==> config.mk <==
export PLATFORM = sky130hd
export DESIGN_NAME = snes_controller_reader
export DESIGN_NICKNAME = d
export VERILOG_FILES = /design/src/rtl/snes_controller_reader.sv
export SDC_FILE = /design/constraint.sdc
export NUM_CORES = 1
export LEC_CHECK = 0
export BUFFER_PORTS_ARGS = -buffer_cell sky130_fd_sc_hd__buf_2
export CAP_MARGIN = 20
export CORE_MARGIN = 4
export CORE_UTILIZATION = 30
export CTS_CLUSTER_DIAMETER = 30
export CTS_CLUSTER_SIZE = 28
export DETAILED_ROUTE_END_ITERATION = 7
export GPL_ROUTABILITY_DRIVEN = 0
export SYNTH_ARGS = -nofsm -noshare
export SYNTH_HDL_FRONTEND = slang
export SYNTH_SLANG_ARGS = --single-unit
==> constraint.sdc <==
create_clock -name clk -period 2.75 [get_ports clk]
set_input_delay 0.1375 -clock clk [delete_from_list [all_inputs] [get_ports clk]]
set_output_delay 0.1375 -clock clk [all_outputs]
set_load 0.02 [all_outputs]
==> src/rtl/snes_controller_reader.sv <==
// SNES pad reader: polls the pad at a fixed rate, shifts 16 serial bits out under
// a latch/clock strobe and publishes the 12 real buttons as an active-high word.
module snes_controller_reader #(
  parameter int unsigned TICK_CYCLES = 300,
  parameter int unsigned POLL_CYCLES = 833333
) (
  input  logic        clk,
  input  logic        reset_n,
  input  logic        snes_data,
  output logic        snes_latch,
  output logic        snes_clk,
  output logic [11:0] controller_state,
  output logic        state_valid
);

  localparam int unsigned TICK_W  = 12;
  localparam int unsigned BIT_W   = 4;
  localparam int unsigned POLL_W  = 20;
  localparam int unsigned SHIFT_W = 16;
  localparam int unsigned BTN_W   = 12;

  localparam logic [TICK_W-1:0] TICK_LAST = TICK_W'(TICK_CYCLES - 1);
  localparam logic [POLL_W-1:0] POLL_LAST = POLL_W'(POLL_CYCLES - 1);
  localparam logic [BIT_W-1:0]  BIT_LAST  = BIT_W'(SHIFT_W - 1);

  typedef enum logic [2:0] {
    IDLE,
    LATCH,
    CLK_LOW,
    CLK_HIGH,
    DONE
  } state_e;

  state_e               state_q, state_d;
  logic [TICK_W-1:0]    tick_q, tick_d;
  logic [BIT_W-1:0]     bit_q, bit_d;
  logic [POLL_W-1:0]    poll_q, poll_d;
  logic [SHIFT_W-1:0]   shift_q, shift_d;
  logic [BTN_W-1:0]     ctrl_q, ctrl_d;
  logic                 latch_q, latch_d;
  logic                 sclk_q, sclk_d;
  logic                 valid_q, valid_d;
  logic                 data_meta_q, data_sync_q;
  logic                 poll_start_c;
  logic                 tick_done_c;

  assign poll_start_c = (poll_q == POLL_LAST);
  assign tick_done_c  = (tick_q == TICK_LAST);

  // Free-running poll timer; independent of the frame FSM.
  assign poll_d = poll_start_c ? '0 : poll_q + POLL_W'(1);

  always_ff @(posedge clk) begin
    if (!reset_n) begin
      state_q     <= IDLE;
      tick_q      <= '0;
      bit_q       <= '0;
      poll_q      <= '0;
      shift_q     <= '1;
      ctrl_q      <= '0;
      latch_q     <= 1'b0;
      sclk_q      <= 1'b1;
      valid_q     <= 1'b0;
      data_meta_q <= 1'b1;
      data_sync_q <= 1'b1;
    end else begin
      state_q     <= state_d;
      tick_q      <= tick_d;
      bit_q       <= bit_d;
      poll_q      <= poll_d;
      shift_q     <= shift_d;
      ctrl_q      <= ctrl_d;
      latch_q     <= latch_d;
      sclk_q      <= sclk_d;
      valid_q     <= valid_d;
      data_meta_q <= snes_data;
      data_sync_q <= data_meta_q;
    end
  end

  // The latch phase spans two ticks; bit_q counts them so tick_q stays 12 bits.
  always_comb begin
    state_d = state_q;
    tick_d  = tick_q;
    bit_d   = bit_q;
    shift_d = shift_q;
    case (state_q)
      IDLE: begin
        if (poll_start_c) begin
          state_d = LATCH;
          tick_d  = '0;
          bit_d   = '0;
          shift_d = '1;
        end
      end
      LATCH: begin
        if (tick_done_c) begin
          tick_d = '0;
          if (bit_q != '0) begin
            bit_d   = '0;
            state_d = CLK_LOW;
          end else begin
            bit_d = BIT_W'(1);
          end
        end else begin
          tick_d = tick_q + TICK_W'(1);
        end
      end
      CLK_LOW: begin
        if (tick_done_c) begin
          tick_d         = '0;
          shift_d[bit_q] = data_sync_q;
          state_d        = CLK_HIGH;
        end else begin
          tick_d = tick_q + TICK_W'(1);
        end
      end
      CLK_HIGH: begin
        if (tick_done_c) begin
          tick_d = '0;
          if (bit_q == BIT_LAST) begin
            state_d = DONE;
          end else begin
            bit_d   = bit_q + BIT_W'(1);
            state_d = CLK_LOW;
          end
        end else begin
          tick_d = tick_q + TICK_W'(1);
        end
      end
      DONE:    state_d = IDLE;
      default: state_d = IDLE;
    endcase
  end

  // Outputs decoded from the next state so they are registered yet aligned with state_q.
  always_comb begin
    latch_d = (state_d == LATCH);
    sclk_d  = (state_d != CLK_LOW);
    valid_d = (state_d == DONE);
    ctrl_d  = valid_d ? ~shift_q[BTN_W-1:0] : ctrl_q;
  end

  assign snes_latch       = latch_q;
  assign snes_clk         = sclk_q;
  assign controller_state = ctrl_q;
  assign state_valid      = valid_q;

endmodule

---- Word-level counts from Yosys, hierarchy flattened ----
Cells that the tools add are included.
Widths: inputs -> output; s select.
cells by class
  $add $sub $neg .......................... 3
  $lt $le $gt $ge ......................... 2
  equality and inequality tests ........... 14
  multiplexer cells ....................... 22
  bitwise operators ....................... 2
  reduce and logical (&&, ||, !) cells .... 11
operators by type and width
  operator               count
  $mux 16                2
  $pmux 16 s2            1
  $mux 12                2
  $pmux 12 s2            1
  $add 20x1->20 const B  1
  $eq 20x20->1 const B   1
  $mux 3                 6
  $bwmux 16              1
  $mux 4                 4
  $add 12x1->12 const B  1
  $eq 12x9->1 const B    1
  $not 12->12            1
  $pmux 3 s4             1
  $pmux 4 s3             1
  $ne 2x2->1 const B     5
  $eq 3x1->1 const B     2
  $eq 3x2->1 const B     2
  $lt 4x5->1 const B     1
  $reduce_and 5->1       1
  $add 4x1->4 const B    1
  $demux 1 s4            1
  $eq 4x4->1 const B     1
  $ge 4x1->1 const B     1
  $reduce_bool 2->1      2
  12 further kinds       13
storage, ports and cells
  register bits after elaboration ......... 72
  bits of input ports ..................... 3
  word-level logic and storage cells ...... 65

---- Logic depth before layout (Yosys ltp) ----
Gate-level depths: netlist (run 1).
  depth in word-level cells ............... 7
  mapped depth ............................ 8

---- Worst setup path after synthesis (run 1) ----
Ideal clock, no wire load.
  path kind ............................... register -> register
  start ................................... reg poll_q[11]
  end ..................................... reg tick_q[9]
  arrival ................................. 2,105 ps
  slack ................................... 524 ps
  stages on the path, launching flop included .. 6
  path buffers ............................ 0
  cells stage by stage .................... dfxtp_1 or4b_1 or4_1 or2_1 a21o_1 o311a_1
on the way
  word-level cells in the longest chain between the ends .. 3
ends and longest elaborated chain
  element                     RTL line  RTL
  from (decl)                 37        logic [POLL_W-1:0] poll_q, poll_d;
  from (signal assigned)      70        poll_q <= poll_d;
  $eq 20x20->1                47        assign poll_start_c = (poll_q == POLL_LAST);
  $ne 2x2->1 (no line)        -
  $reduce_and 2->1 (no line)  -
  to (signal assigned)        68        tick_q <= tick_d;
  to (decl)                   35        logic [TICK_W-1:0] tick_q, tick_d;
Every way passes these cells.
A chain may end at the register's enable or synchronous reset.

---- Worst setup path in the final report (run 1) ----
  start ................................... reg poll_q[11]
  end ..................................... reg tick_q[10]
The elaborated chain is that of the path after synthesis.

==> flow_metrics.py, run 1 <==
metrics = {
    "routing": {
        "wl_um": 6970,
        "drt_pass1_iterations": 4,
        "drtAntennaViolNets": 0,
        "viasPerCell": 5.11,
        "wl_per_cell_um": 13.3,
        "drc": 0,
        "drt_iter0_drc": 119,
        "num_vias": 2690,
    },
    "sta": {
        "max_freq_mhz": 411,
        "maxSlewHeadroom_pct": 37.9,
        "finClkSkew_ns": 0.00582,
        "finalCriticalPeriod_ns": 2.44,
        "holdWs_ns": 0.190,
        "final_hold_viol_count": 0,
        "maxSlewViolCount": 0,
        "worst_slew_pin_slew_ns": 0.921,
        "period_share_pct": 88.6,
        "setup-tns-final_ns": 0,
        "rsz0062_at_grt": "false",
        "finalSetupViolations": 0,
    },
    "logic_synthesis": {
        "synth_top_area_share_pct": 42.6,
        "ys_types": 51,
        "yosys_warnings": 0,
        "synthTopCellsByArea": "dfxtp_1 43%, nor2_1 5.1%, and3_1 4.3%",
        "syn_area_um2": 3190,
        "ys_ff_latch": 68,
        "async_flop_share_pct": 0,
        "synth-edff-count": 0,
        "yosysTopAreaCell": "dfxtp_1",
        "synth-seq-area-share_pct": 42.6,
        "syn-num-nets": 378,
        "syn_inst": 368,
        "ys.flop_type": "dfxtp_1",
        "syn_area_per_cell_um2": 8.67,
    },
    "worst_setup_path": {
        "required_ns": 2.96,
        "crit_path_end_kind": "flop",
        "cp_max_fo": 7,
        "worstSetupPathType": "flop to flop",
        "cp.arrival_ns": 2.64,
        "worstSetupStartpointType": "flop",
    },
    "final_layout": {
        "drive_gt1_share_pct": 11.8,
        "antenna_cells": 0,
        "final_nets": 396,
        "seq_area_um2": 1360,
        "fillCellCount": 1067,
        "multi_input_area_um2": 1700,
        "area_growth_pct": 13.7,
    },
    "global_route": {
        "grt_pass1_vias": 2561,
        "grt_pass1_wl_um": 12000,
        "grt_overflow": 0,
        "grt_max_degree": 27,
        "antenna_found_initial": 0,
        "track_usage_pct": 11.8,
    },
    "floorplanning": {
        "std_cell_rows": 37,
        "die_y_um": 111,
        "io_pins": 18,
        "die_w_um": 111,
        "core_area_um2": 10300,
        "start_util_pct": 30.9,
        "die_area_um2": 12400,
    },
    "power_and_ir_drop": {
        "power_frac_seq_pct": 53.9,
        "intPower_mw": 1.44,
        "p_leak_nw": 1.44,
        "comb_power_share_pct": 2.2,
        "max-vdd-ir-drop_v": 0.000261,
        "p_per_area_nw_per_um2": 508,
        "p_switching_uw": 405,
        "clkPwrFrac_pct": 43.9,
        "switching_share_pct": 21.9,
    },
    "worst_hold_path": {
        "worstHoldPathType": "primary input to flop",
    },
    "cts": {
        "clock_path_buffers": 2,
        "clkSinkCount": 68,
        "clock_latency_ns": 0.35,
        "root_buffer": "clkbuf_8",
        "clk_pin_slew_ns": 0.07,
        "ctsResizeCount": 0,
        "h-tree-depth": 3,
        "cts_tree": "yes",
        "cts_buffers": 9,
    },
    "placed_design": {
        "hpwl_um": 4710,
        "port_buffers": 17,
    },
    "job": {
        "cap_violations": 0,
    },
    "run_status": {
        "status": "complete, no violations",
    },
}
-- synth_stat cells, drive strengths merged, types with 2 or more instances --
library cell	count
dfxtp	68
nor2	43
and3	22
nand2	20
o21ai	20
nand3	18
inv	16
clkbuf	15
xor2	14
a211oi	13
a22oi	11
nand4	9
ha	7
nor3	7
and2	6
a31oi	5
and4	5
o221a	5
nor2b	4
xnor2	4
a21oi	3
buf	3
nand2b	3
nand3b	3
nand4b	3
nor4b	3
or2	3
or4	3
a21o	2
a311oi	2
and3b	2
and4b	2
mux2i	2
nor3b	2
o211ai	2
o21a	2
o311a	2
o31ai	2
-- layout by cell type, fill, tap and decap left out, types with 3 or more instances in the layout --
cell	n
buf_2	17
nor2_1	43
clkbuf_8	10
and3_1	22
dfxtp_1	68
a22oi_1	11
xor2_1	14
nor4b_1	3
nor2b_1	4
o221a_2	5
a21oi_1	3
xnor2_1	4
nand4b_1	3
inv_1	16
a31oi_1	5
a211oi_1	13
nand2b_1	3
ha_1	7
nor3_1	7
and2_1	6
nand3_1	18
buf_4	7
or4_1	3
nand4_1	9
nand3b_1	3
o21ai_0	20
and4_1	5
nand2_1	20
-- power groups by stage --
stage	combinational [mW]	clock (mW)	sequential [mW]
2_1_floorplan	0.0282	0	1.02
3_3_place_gp	0.0389	0	1.02
3_5_place_dp	0.0398	0	1.02
4_1_cts	0.0410	0.840	0.994
5_1_grt	0.0468	0.885	0.995
6_report	0.0403	0.811	0.995
-- critical path, cell delays in order, from the launching register on --
cell	delay [ns]
dfxtp_1	0.38
or4b_1	0.52
or4_1	0.49
or2_1	0.29
a21oi_1	0.43
a311oi_1	0.18
-- per-stage QoR --
stage	std cells	setup WS [ns]	power, mW	utilization (%)	cell area, um2
floorplan	368	0.524	1.04	-	3190
global placement	510	0.406	1.06	33.2	3430
detailed placement	510	0.327	1.06	33.2	3430
CTS	526	0.309	1.87	35.2	3630
global route	526	0.137	1.93	35.2	3630
finish	526	0.314	1.85	35.2	3630
-- registers in the layout, indices dropped and copies added (netlist names) --
name / flops
bit_q: 4
state_valid: 1
poll_q: 20
data_sync_q: 1
tick_q: 12
snes_clk: 1
shift_q: 12
state_q: 3
controller_state: 12
snes_latch: 1
data_meta_q: 1
-- path summary, 6_finish.rpt --
| check | from | end | slack (ns) | cells after the start |
|---|---|---|---|---|
| max | poll_q[11]$_SDFF_PP0_ | tick_q[10]$_SDFFE_PN0P_ | 0.31 | 5 |
| min | reset_n | data_meta_q$_SDFF_PN1_ | 0.19 | 2 |
| min reg2reg | data_meta_q$_SDFF_PN1_ | data_sync_q$_SDFF_PN1_ | 0.41 | 1 |
| max reg2reg | poll_q[11]$_SDFF_PP0_ | tick_q[10]$_SDFFE_PN0P_ | 0.31 | 5 |
-- layout make-up --
type | count | share of cell area, %
clock buffer | 11 | 3.90
timing repair buffer | 25 | 4.07
sequential | 68 | 37.5
clock inverter | 4 | 1.38
inverter | 17 | 1.76
multi-input combinational | 265 | 46.7
tap | 136 | 4.69
-- cells by family after synthesis --
logic type | Yosys count | synth area share (%)
and+or+nand+nor | 163 | 28.1
AOI/OAI and AO/OA | 75 | 16.7
DFF | 68 | 42.7
buffers and inverters | 35 | 4.23
xor gates and xnor gates | 18 | 4.94
adders and majority gates | 7 | 2.74
muxes | 2 | 0.627
-- per-layer routing --
| metal | vias up | global-route usage [%] | part of all wire [%] |
|---|---|---|---|
| li1 | 1375 | - | - |
| met1 | 1261 | 15.4 | 51 |
| met2 | 41 | 18.5 | 43 |
| met3 | 13 | 3.66 | 4.2 |
| met4 | 0 | 3.65 | 1.4 |
| met5 | - | 0 | 0 |
-- what timing repair did --
action                                 4_1_cts  5_1_grt
setup buffers                                0        0
hold buffers                                 1        0
endpoints found under the hold margin        1        0
No activity file was read; power rests on OpenSTA's default activity.
==> run 2, diff against run 1 <==
CORE_MARGIN = 8   (was 4)
==> run 2 against run 1 <==
  * Core utilization about the same
  * Die area increased by 15%
  * Cell count unchanged
  * Final area about the same
  * Critical path depth unchanged
  * Critical endpoint is now tick_q[11]$_SDFFE_PN0P_
  * Clock power decreased by 2%
  * Global-route usage decreased by 1.9 points
  * Highest routed layer unchanged
==> flow_metrics.py, run 2 (synthesis results as in run 1) <==
metrics = {
    "run_status": {
        "status": "complete, no violations",
    },
    "worst_setup_path": {
        "worstSetupPathType": "flop to flop",
        "path_cells": "or4b_1, or4_1, or2_1, a21oi_1, a311oi_1",
        "required_ns": 2.94,
        "crit_path_end_kind": "flop",
        "cp_max_fo": 7,
        "reg2reg_to": "tick_q[11]$_SDFFE_PN0P_",
        "worstSetupStartpointType": "flop",
        "r2r_setup_slack_ns": 0.30,
        "cp.arrival_ns": 2.65,
        "slowest_stage": "or4b_1",
        "reg2reg_depth": 5,
        "worst_r2r_startpoint": "poll_q[11]$_SDFF_PP0_",
        "max_stage_delay_ns": 0.51,
    },
    "final_layout": {
        "layout_commonest_cell": "dfxtp_1",
        "regMostFlops": "poll_q",
        "layout_common_cells": "68 x dfxtp_1, 43 x nor2_1, 22 x and3_1, 20 x nand2_1, 20 x o21ai_0",
        "area_growth_pct": 13.7,
        "final_util_pct": 35.1,
        "antenna_cells": 0,
        "fillCellCount": 1053,
        "largest_register_ffs": 20,
        "final_nets": 396,
        "fin_cells": 526,
        "drive_gt1_share_pct": 12.1,
    },
    "sta": {
        "period_share_pct": 89.2,
        "rsz0062_at_grt": "false",
        "finClkSkew_ns": 0.00938,
        "worst_slew_pin_slew_ns": 0.898,
        "setup-tns-final_ns": 0,
        "finalSetupViolations": 0,
        "max_freq_mhz": 408,
        "maxSlewViolCount": 0,
        "finalCriticalPeriod_ns": 2.45,
        "maxSlewHeadroom_pct": 39.5,
        "final_hold_viol_count": 0,
    },
    "cts": {
        "cts_tree": "yes",
        "root_buffer": "clkbuf_8",
        "clock_latency_ns": 0.34,
        "clk_pin_slew_ns": 0.07,
        "postCtsSetupBuffers": 0,
        "ctsResizeCount": 0,
        "clkSinkCount": 68,
        "cts_buffers": 9,
        "clock_path_buffers": 2,
        "h-tree-depth": 3,
    },
    "floorplanning": {
        "die_y_um": 119,
        "std_cell_rows": 37,
        "io_pins": 18,
        "core_area_um2": 10300,
        "die_w_um": 119,
        "die_area_um2": 14200,
        "start_util_pct": 30.9,
    },
    "power_and_ir_drop": {
        "p_per_area_nw_per_um2": 504,
        "max-vdd-ir-drop_v": 0.000337,
        "p_leak_nw": 1.44,
        "power_frac_seq_pct": 54.4,
        "switching_share_pct": 21.4,
        "p_switching_uw": 391,
        "intPower_mw": 1.44,
        "clkPwrFrac_pct": 43.4,
        "comb_power_share_pct": 2.2,
    },
    "worst_hold_path": {
        "whs_path_depth": 2,
        "min_from": "reset_n",
        "worstHoldPathType": "primary input to flop",
        "hold_end": "shift_q[0]$_SDFFE_PN1P_",
    },
    "placed_design": {
        "hpwl_um": 4710,
        "port_buffers": 17,
        "dp.cells": 510,
    },
    "global_route": {
        "track_usage_pct": 9.84,
        "grt_max_degree": 27,
        "grt_pass1_wl_um": 11900,
        "grt_pass1_vias": 2497,
        "grt_overflow": 0,
        "antenna_found_initial": 0,
    },
    "routing": {
        "wl_um": 6730,
        "num_vias": 2648,
        "wl_per_cell_um": 12.8,
        "drc": 0,
        "drt_iter0_drc": 158,
        "viasPerCell": 5.03,
        "drt_pass1_iterations": 4,
        "drtAntennaViolNets": 0,
    },
    "job": {
        "cap_violations": 0,
    },
}
run 2: critical path: cells and delay by family (launching register included):
kind	cells	cell delay [ns]
and+or+nand+nor	3	1.31
AOI/OAI and AO/OA	2	0.62
DFF	1	0.37
run 2: worst max-delay path by stage:
stage                               to  cells after the start  slack, ns                   from
6_report       tick_q[11]$_SDFFE_PN0P_                      5       0.30  poll_q[11]$_SDFF_PP0_
2_1_floorplan   tick_q[9]$_SDFFE_PN0P_                      5       0.52  poll_q[11]$_SDFF_PP0_
4_1_cts        tick_q[11]$_SDFFE_PN0P_                      5       0.31  poll_q[11]$_SDFF_PP0_
3_3_place_gp   tick_q[10]$_SDFFE_PN0P_                      5       0.36  poll_q[11]$_SDFF_PP0_
3_5_place_dp   tick_q[11]$_SDFFE_PN0P_                      5       0.31  poll_q[11]$_SDFF_PP0_
5_1_grt         tick_q[1]$_SDFFE_PN0P_                      5       0.15  poll_q[11]$_SDFF_PP0_
run 2: final cells by class:
type,count,area (um2),area share (%)
Multi-Input combinational cell,265,1700,46.7
Tap cell,136,170,4.69
Clock buffer,10,138,3.79
Sequential cell,68,1360,37.5
Timing Repair Buffer,25,148,4.07
Inverter,17,63.8,1.76
Clock inverter,5,52.6,1.45
run 2: per-stage QoR:
step | cell area, um2 | setup slack (ns) | power, mW | hold slack [ns]
after floorplan | 3190 | 0.524 | 1.04 | 0.239
after global placement | 3430 | 0.361 | 1.06 | 0.325
after detailed placement | 3430 | 0.311 | 1.06 | 0.328
after CTS | 3630 | 0.308 | 1.86 | 0.195
after global routing | 3630 | 0.151 | 1.91 | 0.229
final | 3630 | 0.297 | 1.83 | 0.206
run 2: timing repair:
action | CTS | global route
hold endpoints to repair | 1 | 0
hold buffers | 1 | 0
endpoints found under the setup margin | 0 | 0
run 2: power groups by stage:
| stage | combinational [mW] | clock, mW | sequential [mW] |
|---|---|---|---|
| 6_report | 0.0397 | 0.795 | 0.995 |
| 5_1_grt | 0.0457 | 0.868 | 0.995 |
| 4_1_cts | 0.0406 | 0.821 | 0.994 |
| 3_5_place_dp | 0.0394 | 0 | 1.02 |
| 3_3_place_gp | 0.0386 | 0 | 1.02 |
| 2_1_floorplan | 0.0282 | 0 | 1.02 |
run 2: layer usage:
metal  vias up  track usage (%)  wire, um
li1       1376                -         -
met1      1224             13.3      3530
met2        44             14.5      2870
met3         4             2.98       290
met4         0             3.40        35
met5         -                0         0
==> run 3, diff against run 2 <==
GPL_TIMING_DRIVEN = 0   (was not set)
clock period = 3 ns   (was 2.75 ns; I/O delays follow)
==> run 3 against run 2 <==
  * Clock skew increased by 0.0030 ns
  * Die area unchanged
  * Core utilization increased by 0.19 points
  * Critical path depth increased by 3
  * Non-clock buffer count increased by 10
  * Wire length increased by 8.4%
  * Global-route usage increased by 0.49 points
  * Combinational power decreased by 6.8%
  * Worst setup slack improved by 0.079 ns
  * Clock power decreased by 4.4%
  * Cell count increased by 2.1%
  * Via count increased by 2.8%
==> flow_metrics.py, run 3 (synthesis results as in run 1) <==
metrics = {
    "sta": {
        "period_share_pct": 87.5,
        "rsz0062_at_grt": "false",
        "setup-tns-final_ns": 0,
        "final.setup.worst_slack_ns": 0.375,
        "finalSetupViolations": 0,
        "finalCriticalPeriod_ns": 2.62,
        "max_freq_mhz": 381,
        "finClkSkew_ns": 0.0123,
        "final_hold_viol_count": 0,
        "maxSlewHeadroom_pct": 48.5,
        "maxSlewViolCount": 0,
        "worst_slew_pin_slew_ns": 0.770,
    },
    "final_layout": {
        "drive_gt1_share_pct": 9.73,
        "final_nets": 406,
        "area_growth_pct": 14.3,
        "largest_register_ffs": 20,
        "antenna_cells": 0,
        "fillCellCount": 1060,
        "fin_cells": 537,
        "layout_common_cells": "68 x dfxtp_1, 43 x nor2_1, 22 x and3_1, 20 x nand2_1, 20 x o21ai_0",
        "layout_commonest_cell": "dfxtp_1",
        "regMostFlops": "poll_q",
    },
    "global_route": {
        "grt_pass1_vias": 2539,
        "antenna_found_initial": 0,
        "grt_overflow": 0,
        "track_usage_pct": 10.3,
        "grt_max_degree": 11,
        "grt_pass1_wl_um": 12200,
    },
    "worst_setup_path": {
        "reg2reg_to": "shift_q[0]$_SDFFE_PN1P_",
        "worst_r2r_startpoint": "tick_q[0]$_SDFFE_PN0P_",
        "critical_path_buf_inv_count": 2,
        "worstSetupPathType": "flop to flop",
        "cp_top_family": "simple AND/OR/NAND/NOR gates",
        "max_stage_delay_ns": 0.50,
        "slowest_stage": "nor4b_1",
        "cp_common_cell": "clkbuf_1",
        "required_ns": 3.20,
        "reg2reg_depth": 8,
        "cp_max_fo": 10,
        "cp.arrival_ns": 2.82,
        "worstSetupStartpointType": "flop",
        "crit_path_end_kind": "flop",
        "path_cells": "ha_1, nor4b_1, and4_1, clkbuf_1, clkbuf_1, nand4_1, o211ai_1, nand3_1",
        "r2r_setup_slack_ns": 0.38,
    },
    "floorplanning": {
        "std_cell_rows": 37,
        "die_area_um2": 14200,
        "start_util_pct": 30.9,
        "die_y_um": 119,
        "core_area_um2": 10300,
        "io_pins": 18,
        "die_w_um": 119,
    },
    "worst_hold_path": {
        "whs_path_depth": 3,
        "hold_end": "controller_state[4]$_SDFFE_PN0N_",
        "worstHoldPathType": "primary input to flop",
        "min_from": "reset_n",
    },
    "job": {
        "cap_violations": 0,
    },
    "routing": {
        "wl_met3_um": 284,
        "highest_layer": "met4",
        "drtAntennaViolNets": 0,
        "drc": 0,
        "viasPerCell": 5.07,
        "drt_iter0_drc": 156,
        "wl_per_cell_um": 13.6,
        "drt_pass1_iterations": 4,
        "wl_um": 7300,
        "wl_met2_um": 3240,
        "num_vias": 2723,
        "wl_met1_um": 3690,
    },
    "placed_design": {
        "hpwl_um": 5230,
        "dp.cells": 520,
        "port_buffers": 16,
        "pre_cts_slack_ns": 0.426,
    },
    "power_and_ir_drop": {
        "switching_share_pct": 20.9,
        "power_frac_seq_pct": 53.4,
        "p_switching_uw": 357,
        "intPower_mw": 1.35,
        "p_leak_nw": 1.43,
        "max-vdd-ir-drop_v": 0.000184,
        "comb_power_share_pct": 2.2,
        "clkPwrFrac_pct": 44.5,
        "p_per_area_nw_per_um2": 468,
    },
    "cts": {
        "h-tree-depth": 3,
        "clock_path_buffers": 2,
        "cts_tree": "yes",
        "clkSinkCount": 68,
        "root_buffer": "clkbuf_8",
        "cts_buffers": 9,
        "clock_latency_ns": 0.34,
        "ctsResizeCount": 0,
        "clk_pin_slew_ns": 0.07,
    },
    "run_status": {
        "status": "complete, no violations",
    },
}
==> run 3: final cells by class <==
class,instances,area (um2),share of cell area (%)
flip-flops and latches,68,1360,37.3
inverters,17,63.8,1.75
well taps,136,170,4.66
clock inverters,1,30.0,0.823
multi-input cells,265,1700,46.5
clock buffers,15,166,4.56
plain buffers,18,71.3,1.95
repair buffers,17,90.1,2.47
==> run 3: worst register-to-register path, cell delays in order, from the launching register on <==
cell	delay, ns
dfxtp_1	0.37
ha_1	0.25
nor4b_1	0.50
and4_1	0.28
clkbuf_1	0.32
clkbuf_1	0.34
nand4_1	0.18
o211ai_1	0.14
nand3_1	0.11
==> run 3: worst max path at each step <==
stage,startpoint,to,slack (ns),cells after the start
3_5_place_dp,tick_q[0]$_SDFFE_PN0P_,shift_q[0]$_SDFFE_PN1P_,0.43,8
5_1_grt,tick_q[0]$_SDFFE_PN0P_,shift_q[0]$_SDFFE_PN1P_,0.21,8
2_1_floorplan,poll_q[11]$_SDFF_PP0_,tick_q[9]$_SDFFE_PN0P_,0.77,5
3_3_place_gp,tick_q[0]$_SDFFE_PN0P_,shift_q[4]$_SDFFE_PN1P_,0.50,7
6_report,tick_q[0]$_SDFFE_PN0P_,shift_q[0]$_SDFFE_PN1P_,0.38,8
4_1_cts,tick_q[0]$_SDFFE_PN0P_,shift_q[0]$_SDFFE_PN1P_,0.41,8
==> run 3: through the flow <==
step	utilization, %	power [mW]	hold slack, ns	area [um2]
final	35.3	1.71	0.359	3650
after global routing	35.3	1.78	0.384	3650
after CTS	35.3	1.73	0.347	3650
after detailed placement	33.3	0.969	0.338	3440
after global placement	33.3	0.967	0.352	3440
after floorplan	-	0.957	0.251	3190
==> run 3: power by group through the flow <==
stage | sequential (mW) | combinational [mW] | clock [mW]
2_1_floorplan | 0.931 | 0.0259 | 0
3_3_place_gp | 0.932 | 0.0355 | 0
3_5_place_dp | 0.932 | 0.0363 | 0
4_1_cts | 0.911 | 0.0375 | 0.783
5_1_grt | 0.912 | 0.0413 | 0.823
6_report | 0.912 | 0.0370 | 0.760
==> run 3: what timing repair did <==
item                                   4_1_cts  5_1_grt
buffers inserted                             0        0
endpoints found under the hold margin        1        0
hold buffers                                 1        0
==> run 3: metal layers <==
metal / vias up / global-route usage, %
li1: 1389 / -
met1: 1290 / 13.1
met2: 35 / 16.1
met3: 9 / 3.40
met4: 0 / 3.32
met5: - / 0
